$ cat src/rtl/i2c_read_byte_vr.sv
// Pointer-addressed I2C read master: START, {addr,W}, POINTER, Sr, {addr,R}, 1..2 data bytes, NACK, STOP.
// Optional build macro I2C_RD_NACK_ABORT_EN: a slave NACK jumps straight to STOP and keeps the old RDATA.
module i2c_read_byte_vr #(
    parameter int NUM_BYTES = 1
) (
    input  logic        PT_CK,
    input  logic        RESET,
    input  logic        GO,
    input  logic [7:0]  POINTER,
    input  logic [7:0]  SLAVE_ADDRESS,
    input  logic        SDAI,
    output logic        SDAO,
    output logic        SCLO,
    output logic        END_OK,
    output logic [15:0] RDATA,
    output logic        ACK_OK,
    output logic [7:0]  ST
);

    typedef enum logic [3:0] {
        IDLE        = 4'd0,
        WAIT_GO_LOW = 4'd1,
        ARM         = 4'd2,
        START       = 4'd3,
        TX_BYTE     = 4'd4,
        RSTART      = 4'd5,
        RX_BYTE     = 4'd6,
        STOP        = 4'd7,
        DONE        = 4'd8
    } state_t;

    localparam logic [1:0] LAST_RX = (NUM_BYTES == 2) ? 2'd1 : 2'd0;

    state_t      state_r, state_s;
    logic [1:0]  phase_r, phase_s;
    logic [3:0]  bit_r, bit_s;
    logic [1:0]  byte_r, byte_s;
    logic [1:0]  tick_r, tick_s;
    logic [7:0]  shreg_r, shreg_s;
    logic [7:0]  byte0_r, byte0_s;
    logic        ack_acc_r, ack_acc_s;
    logic        aborted_r, aborted_s;
    logic        sdao_r, sdao_s;
    logic        sclo_r, sclo_s;
    logic        end_ok_r, end_ok_s;
    logic [15:0] rdata_r, rdata_s;
    logic        ack_ok_r, ack_ok_s;
    logic [7:0]  tx_s;
    logic        abort_s;
    logic        addr_unused_s;

    // The R/W bit is generated here, so the caller's bit 0 is don't-care.
    assign addr_unused_s = SLAVE_ADDRESS[0];

`ifdef I2C_RD_NACK_ABORT_EN
    assign abort_s = SDAI;
`else
    assign abort_s = 1'b0;
`endif

    function automatic logic [7:0] tx_byte(input logic [1:0] idx, input logic [7:0] addr,
                                           input logic [7:0] ptr);
        logic [7:0] b;
        case (idx)
            2'd0:    b = {addr[7:1], 1'b0};
            2'd1:    b = ptr;
            2'd2:    b = {addr[7:1], 1'b1};
            default: b = 8'hFF;
        endcase
        return b;
    endfunction

    assign tx_s = tx_byte(byte_r, SLAVE_ADDRESS, POINTER);

    // Next-state and next-output decode; every tick is one bus phase.
    always_comb begin
        state_s   = state_r;
        phase_s   = phase_r;
        bit_s     = bit_r;
        byte_s    = byte_r;
        tick_s    = tick_r;
        shreg_s   = shreg_r;
        byte0_s   = byte0_r;
        ack_acc_s = ack_acc_r;
        aborted_s = aborted_r;
        sdao_s    = sdao_r;
        sclo_s    = sclo_r;
        end_ok_s  = end_ok_r;
        rdata_s   = rdata_r;
        ack_ok_s  = ack_ok_r;
        case (state_r)
            IDLE: begin
                sdao_s   = 1'b1;
                sclo_s   = 1'b1;
                end_ok_s = 1'b1;
                if (GO) begin
                    state_s = WAIT_GO_LOW;
                end else begin
                    state_s = IDLE;
                end
            end
            WAIT_GO_LOW: begin
                if (!GO) begin
                    state_s = ARM;
                end else begin
                    state_s = WAIT_GO_LOW;
                end
            end
            ARM: begin
                end_ok_s  = 1'b0;
                phase_s   = 2'd0;
                bit_s     = 4'd0;
                byte_s    = 2'd0;
                tick_s    = 2'd0;
                ack_acc_s = 1'b1;
                aborted_s = 1'b0;
                state_s   = START;
            end
            START: begin
                case (tick_r)
                    2'd0:    begin sdao_s = 1'b1; sclo_s = 1'b1; end
                    2'd1:    begin sdao_s = 1'b0; sclo_s = 1'b1; end
                    default: begin sdao_s = 1'b0; sclo_s = 1'b0; end
                endcase
                if (tick_r == 2'd2) begin
                    state_s = TX_BYTE;
                    tick_s  = 2'd0;
                    phase_s = 2'd0;
                    bit_s   = 4'd0;
                    byte_s  = 2'd0;
                end else begin
                    tick_s = tick_r + 2'd1;
                end
            end
            TX_BYTE: begin
                phase_s = phase_r + 2'd1;
                case (phase_r)
                    2'd0: sclo_s = 1'b0;
                    2'd1: begin
                        if (bit_r == 4'd8) begin
                            sdao_s = 1'b1;
                        end else begin
                            sdao_s = tx_s[3'd7 - bit_r[2:0]];
                        end
                    end
                    2'd2: sclo_s = 1'b1;
                    default: begin
                        if (bit_r == 4'd8) begin
                            ack_acc_s = ack_acc_r & ~SDAI;
                            bit_s     = 4'd0;
                            if (abort_s) begin
                                aborted_s = 1'b1;
                                tick_s    = 2'd0;
                                state_s   = STOP;
                            end else if (byte_r == 2'd0) begin
                                byte_s = 2'd1;
                            end else if (byte_r == 2'd1) begin
                                tick_s  = 2'd0;
                                state_s = RSTART;
                            end else begin
                                byte_s  = 2'd0;
                                state_s = RX_BYTE;
                            end
                        end else begin
                            bit_s = bit_r + 4'd1;
                        end
                    end
                endcase
            end
            RSTART: begin
                case (tick_r)
                    2'd0:    begin sdao_s = 1'b1; sclo_s = 1'b0; end
                    2'd1:    begin sdao_s = 1'b1; sclo_s = 1'b1; end
                    2'd2:    begin sdao_s = 1'b0; sclo_s = 1'b1; end
                    default: begin sdao_s = 1'b0; sclo_s = 1'b0; end
                endcase
                if (tick_r == 2'd3) begin
                    tick_s  = 2'd0;
                    phase_s = 2'd0;
                    bit_s   = 4'd0;
                    byte_s  = 2'd2;
                    state_s = TX_BYTE;
                end else begin
                    tick_s = tick_r + 2'd1;
                end
            end
            RX_BYTE: begin
                phase_s = phase_r + 2'd1;
                case (phase_r)
                    2'd0: sclo_s = 1'b0;
                    2'd1: begin
                        // Master ACKs every byte except the last, which gets a NACK.
                        if (bit_r == 4'd8) begin
                            sdao_s = (byte_r == LAST_RX) ? 1'b1 : 1'b0;
                        end else begin
                            sdao_s = 1'b1;
                        end
                    end
                    2'd2: sclo_s = 1'b1;
                    default: begin
                        if (bit_r == 4'd8) begin
                            bit_s = 4'd0;
                            if (byte_r == 2'd0) begin
                                byte0_s = shreg_r;
                            end else begin
                                byte0_s = byte0_r;
                            end
                            if (byte_r == LAST_RX) begin
                                tick_s  = 2'd0;
                                state_s = STOP;
                            end else begin
                                byte_s = byte_r + 2'd1;
                            end
                        end else begin
                            shreg_s = {shreg_r[6:0], SDAI};
                            bit_s   = bit_r + 4'd1;
                        end
                    end
                endcase
            end
            STOP: begin
                case (tick_r)
                    2'd0:    begin sdao_s = 1'b0; sclo_s = 1'b0; end
                    2'd1:    begin sdao_s = 1'b0; sclo_s = 1'b1; end
                    default: begin sdao_s = 1'b1; sclo_s = 1'b1; end
                endcase
                if (tick_r == 2'd2) begin
                    tick_s  = 2'd0;
                    state_s = DONE;
                end else begin
                    tick_s = tick_r + 2'd1;
                end
            end
            DONE: begin
                end_ok_s = 1'b1;
                ack_ok_s = ack_acc_r;
                if (aborted_r) begin
                    rdata_s = rdata_r;
                end else if (NUM_BYTES == 2) begin
                    rdata_s = {byte0_r, shreg_r};
                end else begin
                    rdata_s = {8'h00, shreg_r};
                end
                state_s = IDLE;
            end
            default: begin
                state_s = IDLE;
            end
        endcase
    end

    // State, counters and registered bus/handshake outputs.
    always_ff @(posedge PT_CK) begin
        if (RESET) begin
            state_r   <= IDLE;
            phase_r   <= 2'd0;
            bit_r     <= 4'd0;
            byte_r    <= 2'd0;
            tick_r    <= 2'd0;
            shreg_r   <= 8'h00;
            byte0_r   <= 8'h00;
            ack_acc_r <= 1'b0;
            aborted_r <= 1'b0;
            sdao_r    <= 1'b1;
            sclo_r    <= 1'b1;
            end_ok_r  <= 1'b1;
            rdata_r   <= 16'h0000;
            ack_ok_r  <= 1'b0;
        end else begin
            state_r   <= state_s;
            phase_r   <= phase_s;
            bit_r     <= bit_s;
            byte_r    <= byte_s;
            tick_r    <= tick_s;
            shreg_r   <= shreg_s;
            byte0_r   <= byte0_s;
            ack_acc_r <= ack_acc_s;
            aborted_r <= aborted_s;
            sdao_r    <= sdao_s;
            sclo_r    <= sclo_s;
            end_ok_r  <= end_ok_s;
            rdata_r   <= rdata_s;
            ack_ok_r  <= ack_ok_s;
        end
    end

    assign SDAO   = sdao_r;
    assign SCLO   = sclo_r;
    assign END_OK = end_ok_r;
    assign RDATA  = rdata_r;
    assign ACK_OK = ack_ok_r;
    assign ST     = {4'h0, state_r};

endmodule
$ cat config.mk
export PLATFORM = sky130hd
export DESIGN_NAME = i2c_read_byte_vr
export DESIGN_NICKNAME = d
export VERILOG_FILES = /design/src/rtl/i2c_read_byte_vr.sv
export SDC_FILE = /design/constraint.sdc
export NUM_CORES = 1
export LEC_CHECK = 0
export CORE_UTILIZATION = 52
export CTS_BUF_LIST = sky130_fd_sc_hd__clkbuf_4
export DETAILED_ROUTE_END_ITERATION = 6
export HOLD_SLACK_MARGIN = 0.02
export PLACE_DENSITY = 0.81
export SLEW_MARGIN = 20
export SYNTH_ARGS = -nofsm -noshare
export SYNTH_HDL_FRONTEND = slang
export SYNTH_SLANG_ARGS = --single-unit
export TNS_END_PERCENT = 100
$ cat constraint.sdc
create_clock -name PT_CK -period 2.7 [get_ports PT_CK]
set_input_delay 0.27 -clock PT_CK [delete_from_list [all_inputs] [get_ports PT_CK]]
set_output_delay 0.27 -clock PT_CK [all_outputs]
set_load 0.05 [all_outputs]
==> parameters.txt, run 1 <==
Parameter                              Value

Run status
  Status ... finished, final reports clean

Cells and area
  Commonest cells after routing, fill and taps aside ... dfxtp_1, clkdlybuf4s50_1, nand2_1, a21oi_1, nor2_1
  Number of standard cells in the layout, taps in and fillers out ... 364
  Area growth from synthesis to layout ... 17.0%
  Proportion of layout cells with a drive suffix above 1 ... 5.41%
  Final design utilization ... 64.4%
  Final-stage net count ... 348
  Count of inserted antenna diode cells ... 0
  Number of fill cells ... 372
  Most common cell after layout, fill and taps aside ... dfxtp_1

Synthesis
  Post-synthesis async set-or-reset flop share ... 0%
  Sequential cell area fraction in the yosys report ... 31.2%
  Number of synthesized register bits ... 35
  Top FF cell, synth ... dfxtp_1
  Combined area of all synthesized cells ... 2250 um^2
  Syn avg cell area ... 7.83 um^2
  Number of library cell types mapped by synthesis ... 53
  Number of flops mapped to enable cells by yosys ... 0
  Cell count after synthesis ... 287
  Number of synthesis warnings ... 0

Clocking
  Root Buffer Master ... clkbuf_4
  Clock Sinks ... 35
  Post-cts gate resize count ... 0
  Clock-pin slew reported for the worst setup and hold paths after clock tree synthesis ... 110 ps
  CTS hold repair buffers ... 0
  Post CTS Setup Buffer Count ... 0
  Max H-tree Level ... 2
  Clock tree from TritonCTS ... yes
  Clock latency on the worst-skew pair ... 340 ps
  Number of CTS-inserted buffers ... 5
  Clock buffer depth ... 2

Placed design
  Placed Instances ... 356
  HPWL after DPL ... 3520 um
  Final weighted congestion in routability-driven placement ... 0.906
  IO buf count ... 34

Detailed routing
  Number of remaining DRC errors ... 0
  Wire length per cell ... 13.7 um
  Detail-routed via count per cell ... 5.66
  Post-route ant nets ... 0
  Detailed Route WL ... 4990 um
  Number of search-and-repair iterations in the first detailed-routing pass ... 4
  DR vias ... 2059
  Drt initial violations ... 128

Worst setup path
  Data arrival at the endpoint of the critical path ... 2080 ps
  Worst path slowest cell ... clkdlybuf4s50_1
  Data required, critical path ... 2430 ps
  Cell class contributing the biggest share of worst-path delay ... buffers and inverters
  Startpoint Class ... register
  Series of cell instances along the critical path ... clkdlybuf4s50_1
  Critical setup path kind ... reg -> out
  Crit-path max FO ... 22
  Critical path endpoint category ... output pin
  Delay of the slowest cell on the worst path ... 930 ps
  Combined buffer and inverter count along the critical path ... 1

Global routing
  Initial antenna violation count ... 0
  Gr ovfl total ... 0
  Largest net degree at the start of global routing ... 36
  Wire length of the first global-routing pass ... 8310 um
  GRT Overall Usage ... 23.9%
  Vias in the first global route ... 1882

Die
  Die Height ... 67.8 um
  Number of top-level design ports ... 48
  Width of the die ... 67.8 um
  Number of rows created at floorplan ... 23
  Initial cell density of the core ... 55.0%
  Standard cell core area ... 4090 um^2
  Total die area ... 4590 um^2

Timing
  Number of max-slew violations in the final report ... 0
  Portion of the clock cycle consumed by the worst path in the final layout ... 87.1%
  Maximum clock skew at final layout ... 9.42 ps
  Relative slew slack ... 51.5%
  Setup TNS after final layout ... 0 ps
  Worst hold slack after final layout ... 459 ps
  Final hold violations ... 0
  Unrepaired setup endpoints after global routing ... false
  Finish-stage setup viols ... 0
  Highest attainable clock frequency ... 0.425 GHz
  Worst-Margin Slew ... 726 ps
  Tmin final ... 2350 ps

Pwr
  Leakage component of the power ... 0.000996 uW
  Worst voltage drop across the vdd grid ... 0.000326 V
  Power share of the sequential group ... 50.2%
  Power Dens Cells ... 404 nW/um^2
  Power spent charging and discharging nets ... 292 uW
  Power share of the combinational group ... 15.0%
  Clock power share ... 34.8%
  Switch share ... 27.4%
  Internal power ... 772 uW

Worst hold path
  Hold crit path type ... reg -> reg

Job
  Max-cap violations ... 0
==> synth_stat cells (2+ instances only) <==
master	count	area [um^2]
dfxtp_1	35	701
nand2_1	30	113
a21oi_1	27	135
nor2_1	24	90.1
o21ai_0	18	90.1
ha_1	15	188
inv_1	15	56.3
buf_4	14	105
clkbuf_1	14	52.6
mux2i_1	11	110
nor2b_1	7	43.8
nand3_1	6	30.0
a211oi_1	4	30.0
a221oi_1	4	35.0
a211o_1	3	26.3
a221o_1	3	30.0
and2_1	3	18.8
nand2b_1	3	18.8
nor3b_1	3	22.5
or4_1	3	22.5
a21o_1	2	15.0
a22oi_1	2	15.0
a311oi_1	2	17.5
a31oi_1	2	12.5
a32oi_1	2	17.5
and3b_1	2	17.5
and4b_1	2	20.0
buf_2	2	10.0
inv_2	2	7.51
nor2_2	2	12.5
nor3_1	2	10.0
o21a_1	2	15.0
==> path summary, 6_finish.rpt <==
path,start,endpoint,slack (ps),cells past startpoint
worst max-delay path,state_r[1]$_SDFFE_PP0P_,ST[1],350,1
worst min-delay path,RDATA[7]$_SDFFE_PP0P_,RDATA[7]$_SDFFE_PP0P_,460,2
worst max register to register,bit_r[0]$_SDFFE_PP0P_,state_r[0]$_SDFFE_PP0P_,430,7
worst min register to register,RDATA[7]$_SDFFE_PP0P_,RDATA[7]$_SDFFE_PP0P_,460,2
==> cell type report <==
type / count / area (um^2) / area share (%)
inverter: 17 / 63.8 / 2.43
clock buffer: 5 / 37.5 / 1.43
timing repair buffer: 40 / 385 / 14.6
sequential: 35 / 701 / 26.6
tap: 50 / 62.6 / 2.38
clock inverter: 3 / 38.8 / 1.47
multi-input combinational: 214 / 1340 / 51.0
==> state kept, by name (all words and copies together) (netlist names) <==
| name | cells |
|---|---|
| phase_r | 2 |
| RDATA | 8 |
| ACK_OK | 1 |
| state_r | 4 |
| END_OK | 1 |
| byte_r | 2 |
| bit_r | 4 |
| shreg_r | 8 |
| tick_r | 2 |
| ack_acc_r | 1 |
| SCLO | 1 |
| SDAO | 1 |
==> per-layer routing <==
layer	GRT usage, %	wire length (um)	vias to the layer above
met2	39.4	2340	63
li1	-	-	1032
met3	5.41	312	6
met4	8.51	49	0
met5	0	0	-
met1	30.1	2290	958
==> per-stage QoR <==
stage | setup WS, ps | cell area, um^2 | power [uW]
6_report | 349 | 2630 | 1060
5_1_grt | 270 | 2630 | 1100
4_1_cts | 362 | 2630 | 1070
3_5_place_dp | 468 | 2550 | 704
3_3_place_gp | 533 | 2550 | 703
2_1_floorplan | 620 | 2290 | 668
==> cell families after synthesis <==
logic type,Yosys count,share of synthesized area (%)
compound gates,83,23.9
other cells,1,0.167
xor+xnor,1,0.390
flops,35,31.2
simple gates,92,20.2
fa+ha+maj,15,8.35
buf+inv,49,11.0
mux,11,4.90
==> power by group through the flow <==
stage | Combinational [uW] | Sequential, uW | Clock [uW]
finish | 159 | 534 | 370
floorplan | 113 | 554 | 0
CTS | 159 | 534 | 379
global route | 172 | 536 | 396
global placement | 158 | 546 | 0
detailed placement | 158 | 546 | 0
Note: power is estimated with default switching activity, not from simulation.
==> run 2: changes to the inputs <==
- HOLD_SLACK_MARGIN: 0.02 -> 0.08
==> results of run 2 <==
Final layout, timing and power as in run 1 (identical DEF).
==> run 3: changes to the inputs <==
- CORE_UTILIZATION: 52 -> 47
==> run 3 against run 2 <==
  * The run now ends with design-rule violations left
  * Cell count increased by 0.55%
  * Design area increased by 0.29%
  * Register-to-register slack barely moved
  * Clock power grew 3%
  * Die area up 10%
  * Critical path depth is the same
  * Sequential power about the same
  * Count of clock-buffer cells in the layout unchanged
  * First-iteration DRC count is 10% lower
  * Non-clock buffer count unchanged
  * Sequential share of layout area down 0.076 points
  * Critical path type unchanged
  * Largest power group unchanged
==> parameters.txt, run 3 (synthesis results as in run 1) <==
Parameter                              Value

Worst setup path
  Critical path endpoint category ... output pin
  Data required, critical path ... 2430 ps
  Series of cell instances along the critical path ... clkdlybuf4s50_1
  Crit-path max FO ... 22
  Worst path slowest cell ... clkdlybuf4s50_1
  Capture instance of the worst register-to-register path ... state_r[0]$_SDFFE_PP0P_
  Cell class contributing the biggest share of worst-path delay ... buffers and inverters
  Worst r2r path cells ... 7
  Critical setup path kind ... reg -> out
  Startpoint Class ... register
  Delay of the slowest cell on the worst path ... 930 ps
  Launch point of the worst reg-to-reg path ... bit_r[0]$_SDFFE_PP0P_
  Combined buffer and inverter count along the critical path ... 1
  Worst R2R Setup Slack ... 430 ps
  Data arrival at the endpoint of the critical path ... 2090 ps

Placed design
  Worst slack at placement ... 503 ps
  Final weighted congestion in routability-driven placement ... 0.945
  IO buf count ... 34
  HPWL after DPL ... 3640 um

Die
  Total die area ... 5060 um^2
  Number of top-level design ports ... 48
  Initial cell density of the core ... 50.3%
  Number of rows created at floorplan ... 24
  Standard cell core area ... 4470 um^2
  Width of the die ... 71.2 um
  Die Height ... 71.2 um

Cells and area
  Final-stage net count ... 348
  Most common cell after layout, fill and taps aside ... dfxtp_1
  Commonest cells after routing, fill and taps aside ... dfxtp_1, clkdlybuf4s50_1, nand2_1, a21oi_1, nor2_1
  Count of inserted antenna diode cells ... 0
  Area growth from synthesis to layout ... 17.4%
  Proportion of layout cells with a drive suffix above 1 ... 5.73%

Timing
  Setup TNS after final layout ... 0 ps
  Finish-stage setup viols ... 0
  Unrepaired setup endpoints after global routing ... false
  Final hold violations ... 0
  Worst-Margin Slew ... 719 ps
  Tmin final ... 2360 ps
  Maximum clock skew at final layout ... 8.16 ps
  Number of max-slew violations in the final report ... 0
  PnR worst setup slack ... 344 ps
  Highest attainable clock frequency ... 0.424 GHz
  Portion of the clock cycle consumed by the worst path in the final layout ... 87.3%
  Relative slew slack ... 52.0%

Detailed routing
  Post-route ant nets ... 0
  Detail-routed via count per cell ... 5.60
  WL met2 ... 2390 um
  Met3 WL post-DR ... 249 um
  Detailed Route WL ... 5120 um
  Drt initial violations ... 115
  WL met1 ... 2440 um
  Number of search-and-repair iterations in the first detailed-routing pass ... 7
  DR vias ... 2051
  Number of remaining DRC errors ... 5
  Max Used Layer ... met4
  Wire length per cell ... 14.0 um

Global routing
  Wire length of the first global-routing pass ... 8670 um
  Initial antenna violation count ... 0
  GRT Overall Usage ... 21.4%
  Vias in the first global route ... 1929
  Largest net degree at the start of global routing ... 36
  Gr ovfl total ... 0

Job
  Max-cap violations ... 0

Clocking
  Post CTS Setup Buffer Count ... 0
  Clock tree from TritonCTS ... yes
  Clock-pin slew reported for the worst setup and hold paths after clock tree synthesis ... 110 ps
  Max H-tree Level ... 2
  Clock Sinks ... 35
  Post-cts gate resize count ... 0
  Clock buffer depth ... 2
  Number of CTS-inserted buffers ... 5
  CTS hold repair buffers ... 0
  Clock latency on the worst-skew pair ... 340 ps
  Root Buffer Master ... clkbuf_4

Pwr
  Clock power share ... 35.4%
  Power spent charging and discharging nets ... 300 uW
  Power share of the combinational group ... 14.9%
  Power Dens Cells ... 408 nW/um^2
  Switch share ... 27.9%
  Power share of the sequential group ... 49.7%
  Worst voltage drop across the vdd grid ... 0.000338 V
  Internal power ... 776 uW
  Leakage component of the power ... 0.000999 uW

Run status
  Violations in the final reports ... design-rule violations
  Status ... finished, violations left

Worst hold path
  Worst min-delay path endpoint ... RDATA[7]$_SDFFE_PP0P_
  Number of cells traversed by the worst hold path ... 2
  Hold path startpoint ... RDATA[7]$_SDFFE_PP0P_
  Hold crit path type ... reg -> reg
## run 3: area by class of cell
| cell class | instances | area (um^2) |
|---|---|---|
| fillers | 414 | 1840 |
| multi-input cells | 214 | 1340 |
| flip-flops and latches | 35 | 701 |
| repair buffers | 40 | 385 |
| well taps | 52 | 65.1 |
| inverters | 17 | 63.8 |
| clock inverters | 3 | 43.8 |
| clock buffers | 5 | 37.5 |
## run 3: worst max path at each step
stage,from,to,slack (ps),cells past startpoint
global route,bit_r[0]$_SDFFE_PP0P_,state_r[0]$_SDFFE_PP0P_,210,7
detailed placement,bit_r[0]$_SDFFE_PP0P_,state_r[0]$_SDFFE_PP0P_,500,7
global placement,bit_r[0]$_SDFFE_PP0P_,state_r[0]$_SDFFE_PP0P_,520,7
finish,state_r[1]$_SDFFE_PP0P_,ST[1],340,1
CTS,state_r[1]$_SDFFE_PP0P_,ST[1],360,1
floorplan,state_r[0]$_SDFFE_PP0P_,bit_r[3]$_SDFFE_PP0P_,620,7
## run 3: power groups by stage
stage | logic [uW] | registers (uW) | clock network, uW
CTS | 160 | 535 | 388
finish | 160 | 535 | 381
floorplan | 113 | 554 | 0
global route | 171 | 537 | 409
global placement | 158 | 546 | 0
detailed placement | 159 | 546 | 0
## run 3: per-layer routing
metal  vias up  GRT usage (%)
met5         -              0
met4         0           7.11
met3         4           4.13
met2        56           35.7
met1       961           27.7
li1       1030              -
## run 3: per-stage QoR
| step | std cells | hold slack, ps | power, uW | cell area, um^2 | util (%) |
|---|---|---|---|---|---|
| 6_report | 366 | 458 | 1080 | 2640 | 59.0 |
| 3_3_place_gp | 358 | 445 | 704 | 2560 | 57.2 |
| 5_1_grt | 366 | 485 | 1120 | 2640 | 59.0 |
| 4_1_cts | 366 | 463 | 1080 | 2640 | 59.0 |
| 3_5_place_dp | 358 | 446 | 705 | 2560 | 57.2 |
| 2_1_floorplan | 298 | 417 | 668 | 2290 | - |
